### config.mk
export PLATFORM = sky130hd
export DESIGN_NAME = mul_div_seq
export DESIGN_NICKNAME = d
export VERILOG_FILES = /design/src/rtl/cpu_defs.sv /design/src/rtl/booth_step.sv /design/src/rtl/mul_div_seq.sv
export SDC_FILE = /design/constraint.sdc
export NUM_CORES = 1
export LEC_CHECK = 0
export CORE_UTILIZATION = 48
export DETAILED_ROUTE_END_ITERATION = 12
export HOLD_SLACK_MARGIN = 0.12
export PLACE_DENSITY = 0.77
export SYNTH_ARGS = -nofsm -noshare
export SYNTH_HDL_FRONTEND = slang
export SYNTH_SLANG_ARGS = --single-unit
### constraint.sdc
create_clock -name clock -period 13.8 [get_ports clock]
set_input_delay 2.76 -clock clock [delete_from_list [all_inputs] [get_ports clock]]
set_output_delay 2.76 -clock clock [all_outputs]
set_load 0.02 [all_outputs]
### src/rtl/cpu_defs.sv
// Shared Mini SRC definitions: ALU-delegated opcodes and the mul/div FSM encoding.
package cpu_defs;
    localparam logic [4:0] OP_MUL = 5'b01111;
    localparam logic [4:0] OP_DIV = 5'b10000;
    localparam int         CNT_W  = 6;

    typedef enum logic [1:0] {
        ST_IDLE = 2'd0,
        ST_RUN  = 2'd1,
        ST_FIX  = 2'd2,
        ST_DONE = 2'd3
    } md_state_e;

    function automatic logic is_md_op(input logic [4:0] op);
        return (op == OP_MUL) || (op == OP_DIV);
    endfunction
endpackage

### src/rtl/booth_step.sv
// One radix-2 Booth iteration on {A, Q, q-1}: add +M/-M/0, then arithmetic shift right by one.
module booth_step #(
    parameter int WIDTH = 32
) (
    input  logic [WIDTH-1:0] a_i,
    input  logic [WIDTH-1:0] q_i,
    input  logic             qm1_i,
    input  logic [WIDTH-1:0] m_i,
    output logic [WIDTH-1:0] a_o,
    output logic [WIDTH-1:0] q_o,
    output logic             qm1_o
);
    logic [WIDTH:0] a_ext;
    logic [WIDTH:0] m_ext;
    logic [WIDTH:0] sum;

    always_comb begin
        // One guard bit so that subtracting M = -2^(WIDTH-1) cannot overflow.
        a_ext = {a_i[WIDTH-1], a_i};
        m_ext = {m_i[WIDTH-1], m_i};
        unique case ({q_i[0], qm1_i})
            2'b10:   sum = a_ext - m_ext;
            2'b01:   sum = a_ext + m_ext;
            default: sum = a_ext;
        endcase
        a_o   = sum[WIDTH:1];
        q_o   = {sum[0], q_i[WIDTH-1:1]};
        qm1_o = q_i[0];
    end
endmodule

### src/rtl/mul_div_seq.sv
// Sequential signed multiply (Booth) / divide (restoring) unit, one bit per clock.
// Result is RZ = product, or {remainder, quotient} for DIV.
module mul_div_seq
    import cpu_defs::*;
#(
    parameter int WIDTH = 32
) (
    input  logic               clock,
    input  logic               clear,
    input  logic               start,
    input  logic [4:0]         opcode,
    input  logic [WIDTH-1:0]   RA,
    input  logic [WIDTH-1:0]   RB,
    output logic               busy,
    output logic               done,
    output logic               div_by_zero,
    output logic [2*WIDTH-1:0] RZ
);
    md_state_e          state_q, state_d;
    logic [CNT_W-1:0]   cnt_q, cnt_d;
    logic [WIDTH-1:0]   acc_q, acc_d;
    logic [WIDTH-1:0]   q_q, q_d;
    logic               qm1_q, qm1_d;
    logic [WIDTH-1:0]   m_q, m_d;
    logic               div_q, div_d;
    logic               negq_q, negq_d;
    logic               negr_q, negr_d;
    logic               busy_q, busy_d;
    logic               done_q, done_d;
    logic               dbz_q, dbz_d;
    logic [2*WIDTH-1:0] rz_q, rz_d;

    logic [WIDTH-1:0]   b_a, b_q;
    logic               b_qm1;
    logic [WIDTH:0]     r_sh, diff;
    logic [WIDTH-1:0]   ra_abs, rb_abs;
    logic               accept;

    booth_step #(.WIDTH(WIDTH)) u_booth (
        .a_i   (acc_q),
        .q_i   (q_q),
        .qm1_i (qm1_q),
        .m_i   (m_q),
        .a_o   (b_a),
        .q_o   (b_q),
        .qm1_o (b_qm1)
    );

    always_comb begin
        ra_abs = RA[WIDTH-1] ? -RA : RA;
        rb_abs = RB[WIDTH-1] ? -RB : RB;
        r_sh   = {1'b0, acc_q, q_q[WIDTH-1]};
        diff   = r_sh - {1'b0, m_q};
        // The done cycle is already IDLE; blocking it makes the cycle after done the earliest accept.
        accept = start && (state_q == ST_IDLE) && !done_q && is_md_op(opcode);

        state_d = state_q;
        cnt_d   = cnt_q;
        acc_d   = acc_q;
        q_d     = q_q;
        qm1_d   = qm1_q;
        m_d     = m_q;
        div_d   = div_q;
        negq_d  = negq_q;
        negr_d  = negr_q;
        busy_d  = done_q ? 1'b0 : busy_q;
        done_d  = 1'b0;
        dbz_d   = dbz_q;
        rz_d    = rz_q;

        unique case (state_q)
            ST_IDLE: begin
                if (accept) begin
                    busy_d = 1'b1;
                    cnt_d  = '0;
                    dbz_d  = 1'b0;
                    qm1_d  = 1'b0;
                    div_d  = (opcode == OP_DIV);
                    negq_d = RA[WIDTH-1] ^ RB[WIDTH-1];
                    negr_d = RA[WIDTH-1];
                    if (opcode == OP_DIV) begin
                        if (RB == '0) begin
                            acc_d   = RA;
                            q_d     = '1;
                            dbz_d   = 1'b1;
                            state_d = ST_DONE;
                        end else begin
                            acc_d   = '0;
                            q_d     = ra_abs;
                            m_d     = rb_abs;
                            state_d = ST_RUN;
                        end
                    end else begin
                        acc_d   = '0;
                        q_d     = RB;
                        m_d     = RA;
                        state_d = ST_RUN;
                    end
                end
            end
            ST_RUN: begin
                cnt_d = cnt_q + 1'b1;
                if (div_q) begin
                    if (!diff[WIDTH]) begin
                        acc_d = diff[WIDTH-1:0];
                        q_d   = {q_q[WIDTH-2:0], 1'b1};
                    end else begin
                        acc_d = r_sh[WIDTH-1:0];
                        q_d   = {q_q[WIDTH-2:0], 1'b0};
                    end
                end else begin
                    acc_d = b_a;
                    q_d   = b_q;
                    qm1_d = b_qm1;
                end
                if (cnt_q == CNT_W'(WIDTH-1))
                    state_d = div_q ? ST_FIX : ST_DONE;
            end
            ST_FIX: begin
                q_d     = negq_q ? -q_q : q_q;
                acc_d   = negr_q ? -acc_q : acc_q;
                state_d = ST_DONE;
            end
            ST_DONE: begin
                rz_d    = {acc_q, q_q};
                done_d  = 1'b1;
                state_d = ST_IDLE;
            end
            default: state_d = ST_IDLE;
        endcase
    end

    always_ff @(posedge clock or posedge clear) begin
        if (clear) begin
            state_q <= ST_IDLE;
            cnt_q   <= '0;
            acc_q   <= '0;
            q_q     <= '0;
            qm1_q   <= 1'b0;
            m_q     <= '0;
            div_q   <= 1'b0;
            negq_q  <= 1'b0;
            negr_q  <= 1'b0;
            busy_q  <= 1'b0;
            done_q  <= 1'b0;
            dbz_q   <= 1'b0;
            rz_q    <= '0;
        end else begin
            state_q <= state_d;
            cnt_q   <= cnt_d;
            acc_q   <= acc_d;
            q_q     <= q_d;
            qm1_q   <= qm1_d;
            m_q     <= m_d;
            div_q   <= div_d;
            negq_q  <= negq_d;
            negr_q  <= negr_d;
            busy_q  <= busy_d;
            done_q  <= done_d;
            dbz_q   <= dbz_d;
            rz_q    <= rz_d;
        end
    end

    assign busy        = busy_q;
    assign done        = done_q;
    assign div_by_zero = dbz_q;
    assign RZ          = rz_q;
endmodule

# --- Word level (Yosys, flattened, before mapping) ---
# Cells that the tools add are included.
word_totals:
  reg_bits: 175
  out_inout_bits: 67
op_classes:
  add_sub_neg: 8
  n_eq_ne: 15
  mux: 36
  bitwise_logic: 1
  reduce_logical: 17
ops:
  columns: ["cell", "n"]
  rows:
  - ["$mux 32", 15]
  - ["$pmux 32 s3", 2]
  - ["$neg 32->32", 4]
  - ["$pmux 33 s2", 1]
  - ["$add 32x32->33", 1]
  - ["$sub 32x32->33", 1]
  - ["$sub 33x32->33", 1]
  - ["$logic_not 32->1", 1]
  - ["$ne 2x2->1 const B", 6]
  - ["$pmux 6 s2", 1]
  - ["$reduce_and 3->1", 4]
  - ["$mux 1", 10]
  - ["$mux 2", 4]
  - ["$pmux 2 s4", 1]
  - ["$add 6x1->6 const B", 1]
  - ["$eq 2x2->1 const B", 3]
  - ["$eq 6x5->1 const B", 1]
  - ["$mux 6", 1]
  - ["$reduce_and 2->1", 3]
  - ["$eq 5x4->1 const B", 1]
  - ["$eq 5x5->1 const B", 1]
  - ["$eq 2x1->1 const B", 2]
  - ["$ne 4x2->1 const B", 1]
  - ["$reduce_and 4->1", 1]
  - ["other kinds (8)", 10]

# --- Logic depth before layout (Yosys ltp) ---
# Gate-level depths: netlist of the first run.
logic_depth:
  depth_word: 6
  mapped_depth: 19
  ltp_nobuf: 18

# --- Hierarchy ---
# A second synthesis of the first run with hierarchy kept.
unflattened:
  cells_unflattened: 2125
  area_unflattened_um2: 16848.7
by_module_without_submodules:
  columns: ["module", "instances", "cells_per_inst", "area_each_um2"]
  rows:
  - ["mul_div_seq", 1, 1618, 13608.1]
  - ["booth_step", 1, 507, 3240.6]

# --- Worst setup path after synthesis of the first run ---
# Ideal clock, no wire load.
synth_path:
  kind: "input port to flip-flop"
  startpoint: "input port RB[6]"
  endpoint: "register acc_q[7]"
  setup_time_ps: 94
  arrival_ps: 5272
  required_ps: 13706
  path_slack_ps: 8434
  cell_stages: 10
  path_buffers: 3
  cell_sequence: "or4_1 -> nor4_1 -> nand2_1 -> nor3_1 -> and3_1 -> clkbuf_1 -> clkbuf_1 -> buf_1 -> a21oi_1 -> a211oi_1"
synth_via:
  elab_chain_cells: 5
synth_lines:
  columns: ["element", "line_no", "rtl"]
  rows:
  - ["from (decl)", "mul_div_seq.sv:13", "input logic [WIDTH-1:0] RB,"]
  - ["$logic_not 32->1", "mul_div_seq.sv:82", "if (RB == '0) begin"]
  - ["$mux 32", "mul_div_seq.sv:82", null]
  - ["$mux 32", "mul_div_seq.sv:81", "if (opcode == OP_DIV) begin"]
  - ["$mux 32", "mul_div_seq.sv:73", "if (accept) begin"]
  - ["$pmux 32 s3", "mul_div_seq.sv:71", "unique case (state_q)"]
  - ["to (signal assigned)", "mul_div_seq.sv:137", "acc_q <= '0;"]
  - ["to (signal assigned)", "mul_div_seq.sv:151", "acc_q <= acc_d;"]
  - ["to (decl)", "mul_div_seq.sv:21", "logic [WIDTH-1:0] acc_q, acc_d;"]
# No other way between the ends. The select of a mux whose other input is x is not followed.
# A chain may end at the register's enable or synchronous reset.

# --- Final worst setup path of the first run ---
layout_path:
  startpoint: "input port opcode[1]"
  endpoint: "register acc_q[31]"
layout_via:
  elab_chain_cells: 5
  elab_cells_between_ends: 9
  classes_between: "3 x eq/ne; 3 x mux; 3 x reduce/logical"
layout_lines:
  columns: ["element", "line_no", "rtl"]
  rows:
  - ["from (decl)", "mul_div_seq.sv:11", "input logic [4:0] opcode,"]
  - ["$eq 5x4->1 or $eq 5x5->1 (tied branches)", "cpu_defs.sv:15, mul_div_seq.sv:81", null]
  - ["$logic_or 1x1->1", "cpu_defs.sv:15", "return (op == OP_MUL) || (op == OP_DIV);"]
  - ["$logic_and 1x1->1", "mul_div_seq.sv:55", "accept = start && (state_q == ST_IDLE) && !done_q && is_md_op(opcode);"]
  - ["$ne 2x2->1 (no line)", null, null]
  - ["$reduce_and 4->1 (no line)", null, null]
# Parallel ways exist; a longest one is shown, timed or not. The select of a mux whose other input is x is not followed.

==> impl_metrics.ini, run 1 <==
[clock_network]
holdBufCountCts = 0
clkTransAtPathRegs_ns = 0.08
cts_buffers = 17
ctsRootBufferMaster = clkbuf_16
worstSkewPairLatency_ns = 0.46
clock_path_buffers = 2
cts_tree = built
cts_max_level = 4
clock_sinks = 175
postCtsSetupBuffers = 0
cts_resized = 0

[routing]
ant_nets = 0
vias_per_cell = 6.25
drtIter0Drc = 1655
first_pass_iters = 5
drc = 0
wl_um = 50600
drt-wirelength-per-cell_um = 20.2
dr_total_vias = 15600

[place]
portBuffers = 138
hpwl_um = 36700
place_congestion = 1.04
dpl_worst_slack_ns = 6.79

[setup_path]
critPathBufInv = 3
cp_slowest_cell = nand2_1
cp_data_arrival_time_ns = 7.07
cp.required_ns = 14.14
crit_family = simple AND/OR/NAND/NOR gates
startpoint_type = primary input
slowest_delay_ns = 0.66
path_cells = clkdlybuf4s50_1 > nor4_1 > nand2_2 > buf_4 > a21o_1 > nand2_1 > o211a_1 > buf_4 > nand2_1 > a2111oi_0 > o21ai_0 > nor3_1 > a21oi_1
worst-setup-path-type = in -> reg
cp_max_fo = 82
endpoint_kind = register
rrSetupSlack_ns = 8.46

[die]
fp.dieW_um = 183
initial_core_util = 0.493
rows = 65
die_h_um = 183
ioPinCount = 139
dieArea_um2 = 33600
fp.coreArea_um2 = 32000

[logic_synthesis]
yosys-top-cells-count = 214 x nand2_1, 200 x a21oi_1, 181 x o21ai_0
postSynthAreaPerCell_um2 = 7.86
synth.largest_area_cell = dfrtp_1
synth.most_common_cell = nand2_1
synth_cell_types = 73
async_flop_share = 1.00
synth_ff_type = dfrtp_1
ys_warn_count = 0
netlist_top_cells_area = dfrtp_1 28%, mux2_2 6.6%, a21oi_1 6.4%
synth_area_um2 = 15800
syn_nets = 2154
yosysTopAreaCellShare = 0.278
synth_edf_count = 0
synthCells = 2004
synth_seq_cells = 175
ys_seq_area_frac = 0.278

[sta]
slew_violations = 0
fin_crit_ns = 6.73
finClkSkew_ns = 0.0149
fin_crit_sh = 0.488
timing.hold.ws_ns = 0.507
worst_pin_slew_ns = 1.17
rsz0062_at_grt = false
setup_viol = 0
final.setup.worst_slack_ns = 7.07
maxSlewHeadroom = 0.221
finalSetupTns_ns = 0
fmax_ghz = 0.149
hold_viol = 0

[cells_and_area]
nets = 2204
drive_gt1_frac = 0.0822
synthToLayoutAreaGrowth_pct = 13.9
antenna_cells = 0

[grt]
antenna_found_initial = 1
grt_use_total = 0.305
grt_pass1_vias = 14500
grt.overflow.total = 0
grt_max_degree = 106
grt_pass1_wl_um = 80700

[flow_run]
cap_violations = 0

[hold_path]
hold_path.class = reg -> reg

[status]
status = complete, no violations
through the flow:
stage	instances	util	cell area [um2]
after global placement	2470	0.544	17400
after floorplan	2004	-	15800
after global routing	2502	0.562	18000
final	2502	0.562	18000
after CTS	2502	0.562	18000
after detailed placement	2470	0.544	17400
state kept, by name, indices dropped and copies added, names as in the netlist, 2 cells and up:
| name | flops |
|---|---|
| RZ | 64 |
| acc_q | 32 |
| cnt_q | 6 |
| m_q | 32 |
| q_q | 32 |
| state_q | 2 |
metal layers:
metal	track usage	part of all wire
met1	0.426	0.43
met2	0.470	0.44
met3	0.0500	0.097
met4	0.117	0.032
met5	0	0
worst reg2reg max path: stages (launching register included):
cell and delay (ns):
dfrtp_1 0.44, or4_1 0.63, nor4_1 0.39, and3_1 0.44, a31oi_1 0.17, xnor2_1 0.15, ha_1 0.35, and3_1 0.24
a221o_1 0.34, a21o_1 0.20, o311ai_0 0.70, o211ai_1 0.29, a21oi_1 0.34, mux2i_1 0.26, a21boi_1 0.09, a31o_2 0.21
cell usage in the layout, fill, tap and decap left out, types with 27 or more instances in the layout:
cell / count
dfrtp_1: 175
mux2_2: 93
o31ai_1: 37
nor3_1: 62
clkdlybuf4s50_1: 138
ha_1: 74
a221oi_1: 28
a21oi_1: 200
xnor2_1: 93
nand3_1: 27
nand2_1: 213
o21ai_0: 180
nor2_1: 166
xor2_1: 81
inv_1: 73
cells by family (layout without fill, tap and decap cells):
family          after synthesis  count (layout)  share of synthesized area
flops                       175             175                      0.278
mux                         102             102                     0.0722
fa+ha+maj                    78              78                     0.0629
simple gates                627             627                      0.188
buf+inv                     202             265                     0.0482
compound gates              646             646                      0.254
xor+xnor                    174             174                     0.0967
final cells by class:
class / instances / area, um2
inverters: 74 / 283
clock buffers: 21 / 460
well taps: 435 / 544
clock inverters: 11 / 108
multi-input cells: 1627 / 10600
fillers: 2906 / 14000
flip-flops and latches: 175 / 4380
repair buffers: 159 / 1540
path summary, 6_finish.rpt:
check                            endpoint  startpoint  cells after the start
worst min-delay path               RZ[30]      RZ[30]                      1
max in group asynchronous         q_q[27]       clear                      3
min in group asynchronous           RZ[0]       clear                      2
worst max-delay path            acc_q[31]   opcode[1]                     13
worst min register to register     RZ[30]      RZ[30]                      1
worst max register to register  acc_q[27]      m_q[6]                     15
Power of run 1 is not shown: default switching activity piles up to over one toggle a cycle in this logic, so the estimate is an artifact.
==> run 2, diff against run 1 <==
--- a/config.mk
+++ b/config.mk
@@ -8,7 +8,7 @@
 export CORE_UTILIZATION = 48
 export DETAILED_ROUTE_END_ITERATION = 12
 export HOLD_SLACK_MARGIN = 0.12
-export PLACE_DENSITY = 0.77
+export PLACE_DENSITY = 0.8
 export SYNTH_ARGS = -nofsm -noshare
 export SYNTH_HDL_FRONTEND = slang
 export SYNTH_SLANG_ARGS = --single-unit
==> constraint.sdc (replaced) <==
create_clock -name clock -period 5.8 [get_ports clock]
set_input_delay 1.16 -clock clock [delete_from_list [all_inputs] [get_ports clock]]
set_output_delay 1.16 -clock clock [all_outputs]
set_load 0.02 [all_outputs]
==> run 2 against run 1 <==
Against the previous run:
- register-to-register slack got worse by 7.9 ns
- routed wire length rose by 3.9%
- count of clock-buffer cells in the layout fell by 3
- worst setup slack got worse by 6.5 ns
- hold slack got worse by 0.021 ns
- global-route usage rose by 1.1 points
- die area did not move
- clock skew rose by 0.00060 ns
- via count rose by 1.9%
- non-clock buffer count rose by 11
==> impl_metrics.ini, run 2 (synthesis gave the netlist of run 1 again) <==
[clock_network]
ctsRootBufferMaster = clkbuf_16
worstSkewPairLatency_ns = 0.47
clock_path_buffers = 2
holdBufCountCts = 0
postCtsSetupBuffers = 0
cts_buffers = 17
cts_resized = 0
clkTransAtPathRegs_ns = 0.07
clock_sinks = 175
cts_tree = built
cts_max_level = 4

[die]
initial_core_util = 0.493
ioPinCount = 139
die_h_um = 183
rows = 65
fp.coreArea_um2 = 32000
fp.dieW_um = 183
dieArea_um2 = 33600

[sta]
rsz0062_at_grt = false
fin_crit_ns = 5.23
maxSlewHeadroom = 0.244
finalSetupTns_ns = 0
setup_viol = 0
finClkSkew_ns = 0.0155
fmax_ghz = 0.191
slew_violations = 0
fin_crit_sh = 0.901
hold_viol = 0
worst_pin_slew_ns = 1.11

[cells_and_area]
synthToLayoutAreaGrowth_pct = 15.1
final_area_um2 = 18100
final_common_cell = nand2_1
drive_gt1_frac = 0.0876
nets = 2215
layout_common_cells = 213 x nand2_1, 200 x a21oi_1, 180 x o21ai_0, 175 x dfrtp_1, 166 x nor2_1
fill_cells = 2888
largest_reg_flops = 64

[place]
hpwl_um = 38200
place_congestion = 0.988
portBuffers = 138
place_area_um2 = 17500

[power_and_ir_drop]
power.share.switching = 0.520
p_seq_frac = 0.192
p_per_area_nw_per_um2 = 749
p_leak_nw = 7.30
netSwitchingPower_mw = 7.06
intPower_mw = 6.52
irDropWorstVdd_mv = 0.390
p_comb_frac = 0.713
clockPowerShare = 0.095

[setup_path]
worst-setup-path-type = reg -> reg
path_cells = or4_1 > nor4_1 > and3_1 > a31oi_1 > xnor2_1 > ha_1 > and3_1 > a221o_1 > a21o_1 > o311ai_0 > o211ai_1 > a21oi_1 > mux2i_1 > a21boi_1 > a31o_2
r2r_end = acc_q[27]
startpoint_type = register
cp_slowest_cell = o311ai_0
r2r_cells = 15
rrSetupSlack_ns = 0.57
crit_family = compound AO/OA/AOI/OAI gates
endpoint_kind = register
cp.required_ns = 6.15
critPathBufInv = 0
slowest_delay_ns = 0.73
cp_data_arrival_time_ns = 5.58
path_common_cell = and3_1
r2r-start = m_q[6]
cp_max_fo = 7

[routing]
drtIter0Drc = 1668
dr_total_vias = 15900
wl_met2_um = 23600
dr_wl_met3_um = 5040
first_pass_iters = 5
ant_nets = 0
wl_met1_um = 22000
routed.top_layer = met4
vias_per_cell = 6.33
wl_um = 52500
drc = 0
drt-wirelength-per-cell_um = 20.9

[grt]
antenna_found_initial = 3
grt_use_total = 0.315
grt_max_degree = 176
grt.overflow.total = 0
grt_pass1_wl_um = 82900
grt_pass1_vias = 14900

[hold_path]
holdPathEnd = busy
min-delay-start = done
min_path_cells = 1
hold_path.class = reg -> reg

[status]
status = complete, no violations

[flow_run]
cap_violations = 0
[run 2: cell types whose count changed in the layout (fill, tap and decap cells not counted), sizes merged]
cell	previous run	this run
buf	21	32
bufinv	1	4
clkbuf	21	18
diode	0	3
clkinv	6	5
inv	76	77
[run 2: power groups by stage]
| stage | sequential, mW | combinational, mW | clock, mW |
|---|---|---|---|
| 2_1_floorplan | 2.53 | 6.82 | 0 |
| 3_3_place_gp | 2.57 | 9.25 | 0 |
| 3_5_place_dp | 2.61 | 9.39 | 0 |
| 4_1_cts | 2.59 | 9.50 | 1.29 |
| 5_1_grt | 2.70 | 10.6 | 1.34 |
| 6_report | 2.61 | 9.69 | 1.29 |
[run 2: worst max-delay path by stage]
stage	startpoint	endpoint	slack, ns	depth (start not counted)
global placement	m_q[6]	acc_q[27]	0.91	15
global route	m_q[6]	acc_q[27]	0.35	15
finish	m_q[6]	acc_q[27]	0.57	15
detailed placement	RB[19]	acc_q[25]	0.75	10
floorplan	m_q[6]	acc_q[27]	1.49	16
CTS	m_q[6]	acc_q[27]	0.71	15
[run 2: worst register-to-register path: cells and delay by family (launching register included)]
family / cells / cell delay, ns
adder cells (fa/ha/maj): 1 / 0.34
AND/OR/NAND/NOR: 4 / 1.65
XOR/XNOR: 1 / 0.14
flip-flops: 1 / 0.39
AO/OA/AOI/OAI: 8 / 2.36
multiplexers: 1 / 0.25
[run 2: per-stage QoR]
stage / setup WS, ns / utilization / std cells / power, mW / hold WS, ns
after global routing: 0.345 / 0.567 / 2515 / 14.6 / 0.517
final: 0.573 / 0.567 / 2516 / 13.6 / 0.486
after global placement: 0.907 / 0.547 / 2481 / 11.8 / 0.467
after CTS: 0.714 / 0.567 / 2513 / 13.4 / 0.495
after floorplan: 1.49 / - / 2004 / 9.35 / 0.450
after detailed placement: 0.747 / 0.547 / 2481 / 12.0 / 0.479
[run 2: layout make-up]
type | instances | area [um2] | area share
multi-input cells | 1627 | 10600 | 0.587
flip-flops and latches | 175 | 4380 | 0.241
repair buffers | 170 | 1650 | 0.0908
well taps | 435 | 544 | 0.0300
clock buffers | 18 | 429 | 0.0237
inverters | 74 | 282 | 0.0155
clock inverters | 14 | 205 | 0.0113
diodes | 3 | 7.51 | 0.000414
[run 2: layer usage]
layer	global-route usage	vias up
met1	0.422	7508
li1	-	7413
met4	0.141	0
met5	0	-
met2	0.493	876
met3	0.0610	121
Power figures use the tool's default switching activity.
